**src/rtl/tick_countdown_timer.sv**
```systemverilog
// Seconds countdown timer advanced by a single-cycle 1 ms tick.
// Holds the remaining time as whole seconds plus sub-second ticks, and supports
// load, start, pause, resume and clear. Reaching zero gives a one-cycle done
// pulse and a level expired flag.
//
//   state    | meaning
//   ---------+-----------------------------------------------------------
//   ST_IDLE  | stopped, value can be loaded, start needs a non-zero value
//   ST_RUN   | counting down one step per tick
//   ST_PAUSE | value frozen, ticks ignored, start resumes
//   ST_DONE  | reached zero, expired flag high until load or clear
module tick_countdown_timer #(
   parameter int SEC_W         = 8,
   parameter int TICKS_PER_SEC = 1000,
   parameter int MS_W          = 10
) (
   input  logic             clk,
   input  logic             rst,
   input  logic             i_tick,
   input  logic             i_load,
   input  logic [SEC_W-1:0] i_load_sec,
   input  logic             i_start,
   input  logic             i_pause,
   input  logic             i_clear,
   output logic [SEC_W-1:0] o_sec,
   output logic [MS_W-1:0]  o_ms,
   output logic [1:0]       o_state,
   output logic             o_busy,
   output logic             o_expired,
   output logic             o_done
);

   typedef enum logic [1:0] {
      ST_IDLE  = 2'd0,
      ST_RUN   = 2'd1,
      ST_PAUSE = 2'd2,
      ST_DONE  = 2'd3
   } state_e;

   localparam logic [MS_W-1:0] MS_MAX = MS_W'(TICKS_PER_SEC - 1);

   state_e           state_q, state_d;
   logic [SEC_W-1:0] sec_q, sec_d;
   logic [MS_W-1:0]  ms_q, ms_d;
   logic             done_q, done_d;
   logic             nonzero;

   assign nonzero = (sec_q != '0) || (ms_q != '0);

   // State and value registers, cleared asynchronously.
   always_ff @(posedge clk or posedge rst) begin
      if (rst) begin
         state_q <= ST_IDLE;
         sec_q   <= '0;
         ms_q    <= '0;
         done_q  <= 1'b0;
      end else begin
         state_q <= state_d;
         sec_q   <= sec_d;
         ms_q    <= ms_d;
         done_q  <= done_d;
      end
   end

   // Next-state and next-value logic; strobe priority is clear, load, pause, start, tick.
   always_comb begin
      state_d = state_q;
      sec_d   = sec_q;
      ms_d    = ms_q;
      done_d  = 1'b0;
      if (i_clear) begin
         state_d = ST_IDLE;
         sec_d   = '0;
         ms_d    = '0;
      end else begin
         unique case (state_q)
            ST_IDLE: begin
               if (i_load) begin
                  sec_d = i_load_sec;
                  ms_d  = '0;
               end else if (i_pause) begin
                  state_d = ST_IDLE;
               end else if (i_start && nonzero) begin
                  state_d = ST_RUN;
               end
            end
            ST_RUN: begin
               // load and start are ignored here, so they do not mask a pause or a tick
               if (i_pause) begin
                  state_d = ST_PAUSE;
               end else if (i_tick) begin
                  if (ms_q != '0) begin
                     ms_d = ms_q - 1'b1;
                  end else if (sec_q != '0) begin
                     ms_d  = MS_MAX;
                     sec_d = sec_q - 1'b1;
                  end
                  if ((sec_d == '0) && (ms_d == '0)) begin
                     state_d = ST_DONE;
                     done_d  = 1'b1;
                  end
               end
            end
            ST_PAUSE: begin
               if (i_load) begin
                  sec_d = i_load_sec;
                  ms_d  = '0;
               end else if (i_pause) begin
                  state_d = ST_PAUSE;
               end else if (i_start && nonzero) begin
                  state_d = ST_RUN;
               end
            end
            ST_DONE: begin
               if (i_load) begin
                  state_d = ST_IDLE;
                  sec_d   = i_load_sec;
                  ms_d    = '0;
               end
            end
            default: state_d = ST_IDLE;
         endcase
      end
   end

   assign o_sec     = sec_q;
   assign o_ms      = ms_q;
   assign o_state   = state_q;
   assign o_done    = done_q;
   assign o_busy    = (state_q == ST_RUN) || (state_q == ST_PAUSE);
   assign o_expired = (state_q == ST_DONE);

endmodule

```
**config.mk**
```make
export PLATFORM = sky130hd
export DESIGN_NAME = tick_countdown_timer
export DESIGN_NICKNAME = d
export VERILOG_FILES = /design/src/rtl/tick_countdown_timer.sv
export SDC_FILE = /design/constraint.sdc
export NUM_CORES = 1
export LEC_CHECK = 0
export CAP_MARGIN = 20
export CORE_UTILIZATION = 38
export CTS_BUF_LIST = sky130_fd_sc_hd__clkbuf_8 sky130_fd_sc_hd__clkbuf_16
export DETAILED_ROUTE_END_ITERATION = 7
export GPL_TIMING_DRIVEN = 0
export HOLD_SLACK_MARGIN = 0.08
export PLACE_DENSITY_LB_ADDON = 0.1
export RECOVER_POWER = 25
export SYNTH_ARGS = -nofsm -noshare
export SYNTH_HDL_FRONTEND = slang
export SYNTH_SLANG_ARGS = --single-unit
```
**constraint.sdc**
```tcl
create_clock -name clk -period 2.79 [get_ports clk]
set_input_delay 0.558 -clock clk [delete_from_list [all_inputs] [get_ports clk]]
set_output_delay 0.558 -clock clk [all_outputs]
set_load 0.05 [all_outputs]
```
==> run metrics <==
CTS Root Cell=clkbuf_8; end of the worst register-to-register path=o_state[1]; TritonCTS Sinks=21; syn avg cell area=7.74 sq um; Arrival @ worst endpoint=2.79 ns; most frequent cells in the layout=36 x clkdlybuf4s50_1, 31 x o21ai_0, 26 x nor2_1; WL final=5160 microns; Clock Path Buffers=2; Vias=1896; vias in the first global route=1708; H-tree depth=1; Starting Density=40.3%; DRT iter0 DRCs=104; Final Util=54.3%; full die area=0.00496 sq mm; post-DP HPWL=3690 microns; worst vdd ir=0.000303 V; post-route non-filler standard cell count=330; Seq/Total Area, Yosys=29.5%; FF+latch count, synth=21; Async S/R FF share, synth=100%; clock skew=0.00162 ns; wire length per cell=15.6 microns; final worst path period need=2.64 ns; Place WS=-0.217 ns; DR vias/cell=5.75; Yosys cell types=51; Hold Slack=0.611 ns; final setup margin=0.151 ns; placed insts=319; CORE AREA=0.00441 sq mm; RSZ-0062 raised after global routing=false; Max Cap Viol=0; first-pass GRT wire length=8320 microns; met3 WL post-DR=231 microns; gpl congestion=0.890; EDFF count, synth=0; FF-to-FF Start=o_sec[0]; Reg2Reg Depth=11; synthesized area=0.00178 sq mm; period utilisation layout=94.6%; highest metal used=met4; layout cells sized above 1=14.4%; fmax=0.379 GHz; largest cells by area after synthesis=dfrtp_1 30%, o21ai_0 8.7%, nor2_1 5.5%; register area=527 sq um; worst hold path type=reg -> reg; metal2 WL=2410 microns; CTS buffer count=3; Die X=70.4 microns; relative slew slack=43.4%; syn_nets=251; total track usage=21.4%; CP endpoint kind=flip-flop; leak pwr=0.957 nW; Routed Antenna Nets=0; Post-route DRC=0; area grow syn2layout=34.6%; area of the multi-input gates=0.00122 sq mm; CTS tree=built; Fillers=417; Rows=24; crit path from=o_sec[0]; Reg clk slew, reported paths=0.08 ns; pwr dens=550 mW/mm^2; clock latency on the worst-skew pair=0.27 ns; Setup-failing EPs final=0; post-synth top area share=29.5%; Final Hold Viols=0; IO buf count=37; Ports=38; critical path data required time=2.94 ns; Slew Viols, Final=0; Tightest Pin Transition=0.848 ns; first drt pass iteration count=4; run status=finished, final reports clean; Post-CTS Hold Buffers=0; Worst Path Max Fanout=7; nets=300; Warnings, synthesis=0; kind of critical path=reg -> reg; largest net degree at the start of global routing=22; crit path to=o_state[1]; die height=70.4 microns; commonest non-fill, non-tap cell in the layout=clkdlybuf4s50_1; leading area contributor after synthesis=dfrtp_1; Overflow after GRT=0; flop2flop setup slack=0.15 ns; initial antenna violation count=0; Synth Instances=230; wl on met1=2440 microns; ANT cells=0; critical path startpoint category=flip-flop; Top FF cell, synth=dfrtp_1
state kept, by name (all words and copies together), names as in the netlist:
| name | flops |
|---|---|
| o_done | 1 |
| o_sec | 8 |
| o_ms | 10 |
| o_state | 2 |
critical path, stage by stage (launching register included):
cell       delay [ns]
dfrtp_1          0.48
inv_1            0.07
ha_1             0.26
nor4b_4          0.16
buf_4            0.16
buf_4            0.13
and2_1           0.17
nor3_1           0.26
o2111ai_1        0.15
nor3_2           0.22
a31oi_1          0.13
mux2_1           0.33
cells by family after synthesis:
logic type               count (synthesis)  share of synthesized area, %
multiplexers                             7                          4.29
XOR/XNOR                                 1                         0.492
adder cells (fa/ha/maj)                  6                          4.22
flip-flops                              21                          29.5
AND/OR/NAND/NOR                         98                          31.2
buffers and inverters                   22                          5.49
AO/OA/AOI/OAI                           75                          24.8
per-layer routing:
metal  GRT usage, %  vias to the layer above
li1               -                      939
met1           29.2                      893
met2           35.2                       57
met3           2.60                        7
met4           6.22                        0
met5              0                        -
final cells by class:
type	count	share of cell area, %
inverter	11	1.72
clock inverter	1	0.157
timing repair buffer	46	18.3
clock buffer	3	1.72
multi-input combinational	187	51.0
sequential	21	22.0
buffer	9	2.35
tap	52	2.72
power by group:
part,switching (mW),leakage [nW],internal (mW)
combinational,0.437,0.647,0.299
clock,0.109,0.0269,0.0985
sequential,0.0437,0.283,0.329
worst min-delay path by stage:
stage	cells after the start	end	slack, ns	start
after global routing	2	o_sec[6]	0.64	o_sec[6]
final	2	o_sec[6]	0.61	o_sec[6]
after detailed placement	2	o_sec[6]	0.58	o_sec[6]
after global placement	2	o_sec[6]	0.58	o_sec[6]
after CTS	2	o_sec[6]	0.61	o_sec[6]
after floorplan	1	o_done	0.53	rst
metrics by stage:
stage | TNS [ns] | instance area, sq um | power, mW
floorplan | 0 | 1780 | 0.835
global placement | -0.507 | 2220 | 1.02
detailed placement | -1.32 | 2220 | 1.02
CTS | 0 | 2320 | 1.26
global route | 0 | 2390 | 1.41
finish | 0 | 2390 | 1.32
synthesized netlist by cell type, types with 3 or more instances:
cell type   n
inv_1      11
nand4_1     4
dfrtp_1    21
nor4_1      3
a31oi_1     5
a21oi_1    18
or4_1       3
nand2_1    20
o31a_1      3
nand2b_1    3
nor2_1     26
mux2i_1     4
nand3_1    11
ha_1        6
nor3_1      7
and3_1      4
o21ai_0    31
clkbuf_1    6
repair_timing:
item	4_1_cts	5_1_grt
endpoints found under the setup margin	13	10
buffers inserted	5	4
hold endpoints to repair	0	0
gates resized for setup	6	9
No activity file was read; power rests on OpenSTA's default activity.
